## src/rtl/del_mut_engine.sv

```systemverilog
// del_mut_engine: streaming deletion mutator for a genome of node and
// connection genes. Hidden nodes are randomly deleted and their ids are kept
// in a small list; connection genes that touch a listed node (or lose their
// own random draw) are dropped or disabled. One register stage sits between
// the input and output streams.
//
// Handshake: a word moves across an interface only in a cycle where both
// valid and ready are high. The sender holds valid and its payload steady
// until that cycle. Ready may depend on the receiver's own state and on
// start, never on in_valid.
module del_mut_engine #(
    parameter int GENE_SZ   = 64,
    parameter int ATTR_SZ   = 8,
    parameter int DEL_DEPTH = 8,
    parameter int CONN_MODE = 0,
    parameter int EN_BIT    = 0
) (
    input  logic               clk,
    input  logic               rst,
    input  logic               start,
    input  logic [ATTR_SZ-1:0] node_del_prob,
    input  logic [ATTR_SZ-1:0] conn_del_prob,
    input  logic               phase,
    input  logic               in_valid,
    output logic               in_ready,
    input  logic [GENE_SZ-1:0] gene_in,
    input  logic               in_last,
    input  logic [ATTR_SZ-1:0] rnd,
    output logic               out_valid,
    input  logic               out_ready,
    output logic [GENE_SZ-1:0] gene_out,
    output logic               done,
    output logic [ATTR_SZ-1:0] del_node_cnt,
    output logic [ATTR_SZ-1:0] del_conn_cnt,
    output logic               list_full
);

    localparam logic [ATTR_SZ-1:0] CNT_MAX = '1;

    logic [ATTR_SZ-1:0] node_prob_reg;
    logic [ATTR_SZ-1:0] conn_prob_reg;
    logic [ATTR_SZ-1:0] list_id [DEL_DEPTH];
    logic [DEL_DEPTH-1:0] list_vld;

    logic               accept;
    logic [ATTR_SZ-1:0] f_id;
    logic [ATTR_SZ-1:0] f_dest;
    logic [1:0]         f_type;
    logic               list_has_room;
    logic               match;
    logic               node_del;
    logic               conn_del;
    logic               emit;
    logic [GENE_SZ-1:0] emit_word;

    // Gene field extraction; node_id and src share the same slot.
    assign f_id   = gene_in[6*ATTR_SZ-1 -: ATTR_SZ];
    assign f_dest = gene_in[5*ATTR_SZ-1 -: ATTR_SZ];
    assign f_type = gene_in[7*ATTR_SZ-2 -: 2];

    // A stalled output word blocks new input; start takes priority over input.
    assign in_ready = !rst && !start && (!out_valid || out_ready);
    assign accept   = in_valid && in_ready;

    // The list index equals the deletion count, so the count bounds the list.
    assign list_has_room = 32'(del_node_cnt) < 32'(DEL_DEPTH);
    assign list_full     = !list_has_room;

    // Compare src and dest against every valid list entry.
    always_comb begin
        match = 1'b0;
        for (int i = 0; i < DEL_DEPTH; i++) begin
            if (list_vld[i] && (list_id[i] == f_id || list_id[i] == f_dest)) begin
                match = 1'b1;
            end
        end
    end

    // Decide per beat whether the gene is deleted and what, if anything, is emitted.
    always_comb begin
        node_del  = 1'b0;
        conn_del  = 1'b0;
        emit      = 1'b0;
        emit_word = gene_in;
        if (!phase) begin
            node_del = (rnd > node_prob_reg) && list_has_room && (f_type == 2'b00);
            emit     = !node_del;
        end else begin
            conn_del = match || (rnd > conn_prob_reg);
            if (!conn_del) begin
                emit = 1'b1;
            end else if (CONN_MODE == 1) begin
                emit              = 1'b1;
                emit_word[EN_BIT] = 1'b0;
            end
        end
    end

    // Probability latches, list valid bits and deletion counters.
    always_ff @(posedge clk or posedge rst) begin
        if (rst) begin
            node_prob_reg <= '0;
            conn_prob_reg <= '0;
            list_vld      <= '0;
            del_node_cnt  <= '0;
            del_conn_cnt  <= '0;
        end else if (start) begin
            node_prob_reg <= node_del_prob;
            conn_prob_reg <= conn_del_prob;
            list_vld      <= '0;
            del_node_cnt  <= '0;
            del_conn_cnt  <= '0;
        end else if (accept) begin
            if (node_del) begin
                for (int i = 0; i < DEL_DEPTH; i++) begin
                    if (32'(del_node_cnt) == 32'(i)) begin
                        list_vld[i] <= 1'b1;
                    end
                end
                if (del_node_cnt != CNT_MAX) begin
                    del_node_cnt <= del_node_cnt + 1'b1;
                end
            end
            if (conn_del && del_conn_cnt != CNT_MAX) begin
                del_conn_cnt <= del_conn_cnt + 1'b1;
            end
        end
    end

    // Deleted node ids; contents are only meaningful where list_vld is set.
    always_ff @(posedge clk) begin
        for (int i = 0; i < DEL_DEPTH; i++) begin
            if (accept && node_del && 32'(del_node_cnt) == 32'(i)) begin
                list_id[i] <= f_id;
            end
        end
    end

    // Output register stage and end-of-genome pulse.
    always_ff @(posedge clk or posedge rst) begin
        if (rst) begin
            out_valid <= 1'b0;
            gene_out  <= '0;
            done      <= 1'b0;
        end else if (start) begin
            out_valid <= 1'b0;
            done      <= 1'b0;
        end else begin
            done <= accept && phase && in_last;
            if (accept) begin
                out_valid <= emit;
                if (emit) begin
                    gene_out <= emit_word;
                end
            end else if (out_ready) begin
                out_valid <= 1'b0;
            end
        end
    end

endmodule

```

## config.mk

```make
export PLATFORM = sky130hd
export DESIGN_NAME = del_mut_engine
export DESIGN_NICKNAME = d
export VERILOG_FILES = /design/src/rtl/del_mut_engine.sv
export SDC_FILE = /design/constraint.sdc
export NUM_CORES = 1
export LEC_CHECK = 0
export ABC_AREA = 1
export ABC_CLOCK_PERIOD_IN_PS = 4300
export CAP_MARGIN = 20
export CORE_UTILIZATION = 60
export CTS_CLUSTER_SIZE = 10
export DETAILED_ROUTE_END_ITERATION = 10
export DONT_BUFFER_PORTS = 1
export PLACE_DENSITY = 0.86
export REMOVE_ABC_BUFFERS = 1
export SLEW_MARGIN = 20
export SYNTH_ARGS = -nofsm -noshare
export SYNTH_HDL_FRONTEND = slang
export SYNTH_SLANG_ARGS = --single-unit
```

## constraint.sdc

```tcl
create_clock -name clk -period 4.3 [get_ports clk]
set_input_delay 0.43 -clock clk [delete_from_list [all_inputs] [get_ports clk]]
set_output_delay 0.43 -clock clk [all_outputs]
set_load 0.005 [all_outputs]
```

==> results list <==
- Summing all multi-input logic gate instances after layout gives 3475 µm².
* Die width: 122.5 µm
- Number of global-route vias before repair: 6023
* Final Critical Period: 2.884 ns
* Total power divided by cell area: 401.4 nW/µm²
* Routed WL per cell: 17.04 µm
* Hold Buf Count CTS: 0
* Starting density of the core: 0.6205
- sky130_fd_sc_hd__dfrtp_1 takes more of the synthesized area than any other cell.
- Final hold vios: 0
- Gates resized during post-CTS repair numbered 0.
- Number of library cell types mapped by synthesis: 32
- In this run, synthesis inferred 64 flip-flops with an integrated enable.
- Yosys printed 0 warnings.
- TritonCTS built the clock tree.
- Summed over all nets, the half-perimeter wirelength after detailed placement is 13.20 mm.
* Utilization after layout: 0.6531
- The share of synthesized area in the top cell type comes to 0.3044.
* Setup Total Neg Slack: 0 ns
- Number of ports placed on the die boundary: 179
* Mapped Cells: 976
* Type of the tightest min-delay check: in2async
- For this run, design rule violations remaining after detail routing come to 0.
- Most utilized layer in the global route result: met2
* Worst Setup Slack post-DPL: 1.423 ns
* Maximum number of pins on one net before global-route repair: 81
- Clock input transition at the sequential cells of the worst setup and hold paths: 0.06 ns
- Of the total power, registers draw 0.537.
- Maximum operating frequency: 346.7 MHz
* Area of the core region: 14040 µm²
- In the global route stage, met2 resource usage came out at 0.4217.
* Post-Synthesis Mean Instance Area: 8.928 µm²
- The setup check on the worst reg-to-reg path leaves a slack of 1.42 ns.
* Violation count after the first detailed-routing iteration: 538
* CP required: 4.39 ns
- Fillers: 1075
- Fraction of registers with async set or reset after synthesis: 0.6235
- Flip-flop cell with the highest count after synthesis: sky130_fd_sc_hd__dfrtp_1
- Synthesized flop and latch total: 170
- Cell row count: 43
- Slew at the pin with the worst max-slew slack: 0.9396 ns
- The number of antenna violations at the first check in global routing was 0.
- Of the total power, the share spent switching nets is 0.2533.
- By area the synthesized netlist is led by sky130_fd_sc_hd__dfrtp_1 30%, sky130_fd_sc_hd__edfxtp_1 22%, sky130_fd_sc_hd__nand2_1 14%, sky130_fd_sc_hd__xnor2_1 9.2%, sky130_fd_sc_hd__nand3_1 4.5%.
- Data on the critical path arrives at its endpoint at 2.98 ns.
- Dividing the final minimum period by the clock period gives 0.6708.
- Across the routed clock network, the largest skew measured is 0.009637 ns.
- For this run the aggregate overflow at the end of global routing stands at 0.
* Status: finished, final reports clean
- Area Overhead vs Synth: 5.256%
- The number of antenna diodes in the final layout is 0.
- Post-CTS setup repair buffer count: 0
- Setup slack after layout: 1.416 ns
* Maximum buffer depth of the clock tree: 2
* Final Slew Violations: 0
- During placement, the flow inserted port buffers numbering 0.
- The analysis attributes to net switching a power of 0.9323 mW.
* Static Leak: 4.237 nW
- Final-stage net count: 1071
- Crit path max fanout: 12
* Finished layout cell area: 9171 µm²
* Die ar.: 15010 µm²
- For this run, the register share of the synthesized area comes to 0.5250.
- Setup repair after global routing left no endpoint under its margin.
- Slew Limit Headroom: 0.3713
- In the global route stage, met3 resource usage came out at 0.08271.
- Final estimated routing congestion in global placement: 0.8515
- Total area of sequential cells: 4574 µm²
* Worst hold slack across all endpoints: 0.008924 ns
- The die is 122.5 µm tall.
- The detailed router placed 6398 vias in this run.
- Clock buffer count from CTS: 17
- The largest registers in the layout are gene_out: 64 flops, list_id: 64 flops.
- The clock net in this run drives a total of 170 sinks.
- IR analysis of the VDD net gives a maximum drop of 0.0002495 V.
* Total of endpoints with negative setup slack in the final report: 0
- The later pin in the worst-skew pair is clocked with a latency of 0.42 ns.
- The clock tree synthesis step divided the H-tree into 4 levels.
- Met1 usage in global routing: 0.3414
- The share of total power dissipated in the clock network is 0.368.
- For this run, the total global-route usage over all layers was measured as 0.2692.
- The first detailed-routing pass ran for 6 iterations.
- The first global-routing pass estimated 30.17 mm of wire.
- STA classifies the critical path startpoint as a flip-flop.
- Fraction of layout instances using a drive strength above 1: 0.05372
- Logic pwr share: 0.096
* Area after DPL: 8652 µm²
- In this run the cell area of the synthesized design comes to 8713 µm².
* Clock root cell: sky130_fd_sc_hd__clkbuf_16
- The critical path is of the reg2reg type.
- Across the run, the number of max-cap violations was 0.
* Final Routed Wirelength: 19.57 mm
* Antenna Nets Post-Route: 0
- Capturing element type of the critical path: flip-flop
- Post-DR vias/cell: 5.573
- The internal portion of the total power is 2.749 mW.
-- power by group through the flow --
stage	Sequential [mW]	Combinational [mW]	Clock [mW]
finish	1.98	0.352	1.35
global route	1.99	0.409	1.44
CTS	1.98	0.355	1.38
detailed placement	2.01	0.352	0
global placement	2.00	0.334	0
floorplan	1.96	0.286	0
-- path summary, 6_finish.rpt --
check / from / endpoint / cells past startpoint
max in group asynchronous: rst / del_node_cnt[4]$_DFFE_PP0P_ / 2
min in group clk: start / del_conn_cnt[6]$_DFFE_PP0P_ / 1
min reg2reg: gene_out[56]$_DFFE_PP0P_ / gene_out[56]$_DFFE_PP0P_ / 2
min: rst / done$_DFF_PP0_ / 1
max: node_prob_reg[3]$_DFFE_PP0P_ / list_id[0][19]$_DFFE_PP_ / 9
max reg2reg: node_prob_reg[3]$_DFFE_PP0P_ / list_id[0][19]$_DFFE_PP_ / 9
-- cells in the final DEF, fill, tap and decap left out --
cell type | Yosys | final
sky130_fd_sc_hd__xnor2_1 | 92 | 92
sky130_fd_sc_hd__nand2_1 | 335 | 335
sky130_fd_sc_hd__buf_4 | 19 | 2
sky130_fd_sc_hd__edfxtp_1 | 64 | 64
sky130_fd_sc_hd__inv_1 | 81 | 80
sky130_fd_sc_hd__clkinv_2 | 0 | 5
sky130_fd_sc_hd__ha_1 | 21 | 21
sky130_fd_sc_hd__clkbuf_8 | 0 | 2
sky130_fd_sc_hd__o221ai_1 | 1 | 1
sky130_fd_sc_hd__clkinvlp_4 | 0 | 1
sky130_fd_sc_hd__clkinv_1 | 1 | 1
sky130_fd_sc_hd__nor2_4 | 1 | 1
sky130_fd_sc_hd__inv_4 | 3 | 5
sky130_fd_sc_hd__clkbuf_16 | 0 | 17
sky130_fd_sc_hd__a21oi_1 | 17 | 17
sky130_fd_sc_hd__nor2_1 | 56 | 56
sky130_fd_sc_hd__o21ai_0 | 20 | 20
sky130_fd_sc_hd__clkinv_4 | 0 | 1
sky130_fd_sc_hd__clkbuf_1 | 8 | 5
sky130_fd_sc_hd__inv_2 | 9 | 9
sky130_fd_sc_hd__o21a_1 | 2 | 2
sky130_fd_sc_hd__and3_1 | 2 | 2
sky130_fd_sc_hd__dfrtp_1 | 106 | 106
sky130_fd_sc_hd__nor4_1 | 1 | 1
sky130_fd_sc_hd__nor2_2 | 2 | 2
sky130_fd_sc_hd__nor3_2 | 2 | 2
sky130_fd_sc_hd__nand2_4 | 1 | 1
sky130_fd_sc_hd__o21ai_1 | 16 | 16
sky130_fd_sc_hd__nor3_1 | 3 | 3
sky130_fd_sc_hd__nand3_1 | 79 | 79
sky130_fd_sc_hd__nand4_1 | 10 | 10
sky130_fd_sc_hd__a31oi_2 | 1 | 1
sky130_fd_sc_hd__nand2_8 | 2 | 2
sky130_fd_sc_hd__xor2_1 | 5 | 5
sky130_fd_sc_hd__or2_2 | 1 | 1
-- logic make-up (layout without fill, tap and decap cells) --
group           Yosys count  in the layout  synth area share
xor+xnor                 97             97           0.09750
buf+inv                 136            128           0.07625
fa+ha+maj                21             21           0.03015
simple gates            495            495            0.2365
compound gates           57             57           0.03461
flops                   170            170            0.5250
-- cells in the mapped netlist, types with 2 or more instances --
| library cell | number |
|---|---|
| sky130_fd_sc_hd__buf_4 | 19 |
| sky130_fd_sc_hd__o21ai_1 | 16 |
| sky130_fd_sc_hd__buf_6 | 9 |
| sky130_fd_sc_hd__inv_1 | 81 |
| sky130_fd_sc_hd__nor2_2 | 2 |
| sky130_fd_sc_hd__nand2_8 | 2 |
| sky130_fd_sc_hd__nand3_1 | 79 |
| sky130_fd_sc_hd__and3_1 | 2 |
| sky130_fd_sc_hd__xnor2_1 | 92 |
| sky130_fd_sc_hd__nor3_1 | 3 |
| sky130_fd_sc_hd__edfxtp_1 | 64 |
| sky130_fd_sc_hd__o21a_1 | 2 |
| sky130_fd_sc_hd__nand2_1 | 335 |
| sky130_fd_sc_hd__inv_4 | 3 |
| sky130_fd_sc_hd__buf_2 | 6 |
| sky130_fd_sc_hd__o21ai_0 | 20 |
| sky130_fd_sc_hd__dfrtp_1 | 106 |
| sky130_fd_sc_hd__nand4_1 | 10 |
| sky130_fd_sc_hd__inv_2 | 9 |
| sky130_fd_sc_hd__clkbuf_1 | 8 |
| sky130_fd_sc_hd__nor3_2 | 2 |
| sky130_fd_sc_hd__xor2_1 | 5 |
| sky130_fd_sc_hd__nor2_1 | 56 |
| sky130_fd_sc_hd__ha_1 | 21 |
| sky130_fd_sc_hd__a21oi_1 | 17 |
-- worst max-delay path: stages, from the launching register on --
cell and delay [ns]:
sky130_fd_sc_hd__dfrtp_1 0.32, sky130_fd_sc_hd__inv_1 0.05, sky130_fd_sc_hd__ha_1 0.28, sky130_fd_sc_hd__nand2_1 0.08, sky130_fd_sc_hd__o21a_1 0.19, sky130_fd_sc_hd__o221ai_1 0.19
sky130_fd_sc_hd__nand2_1 0.16, sky130_fd_sc_hd__nor2_1 0.74, sky130_fd_sc_hd__nand3_1 0.23, sky130_fd_sc_hd__inv_1 0.31
-- final cells by class --
class | instances | share of cell area
clock inverters | 8 | 0.005184
flip-flops and latches | 170 | 0.4988
well taps | 180 | 0.02456
inverters | 94 | 0.03956
repair buffers | 2 | 0.001637
clock buffers | 24 | 0.05143
multi-input cells | 670 | 0.3789
-- metrics by stage --
stage	std cells	total power, mW
6_report	1148	3.681
3_5_place_dp	1116	2.358
2_1_floorplan	934	2.249
5_1_grt	1148	3.837
4_1_cts	1148	3.708
3_3_place_gp	1116	2.335
-- routing by layer --
metal / part of all wire / up-vias
met1: 0.39 / 3024
met3: 0.10 / 44
met4: 0.030 / 0
li1: - / 3033
met2: 0.48 / 297
met5: 0 / -
No activity file was read; power rests on OpenSTA's default activity.
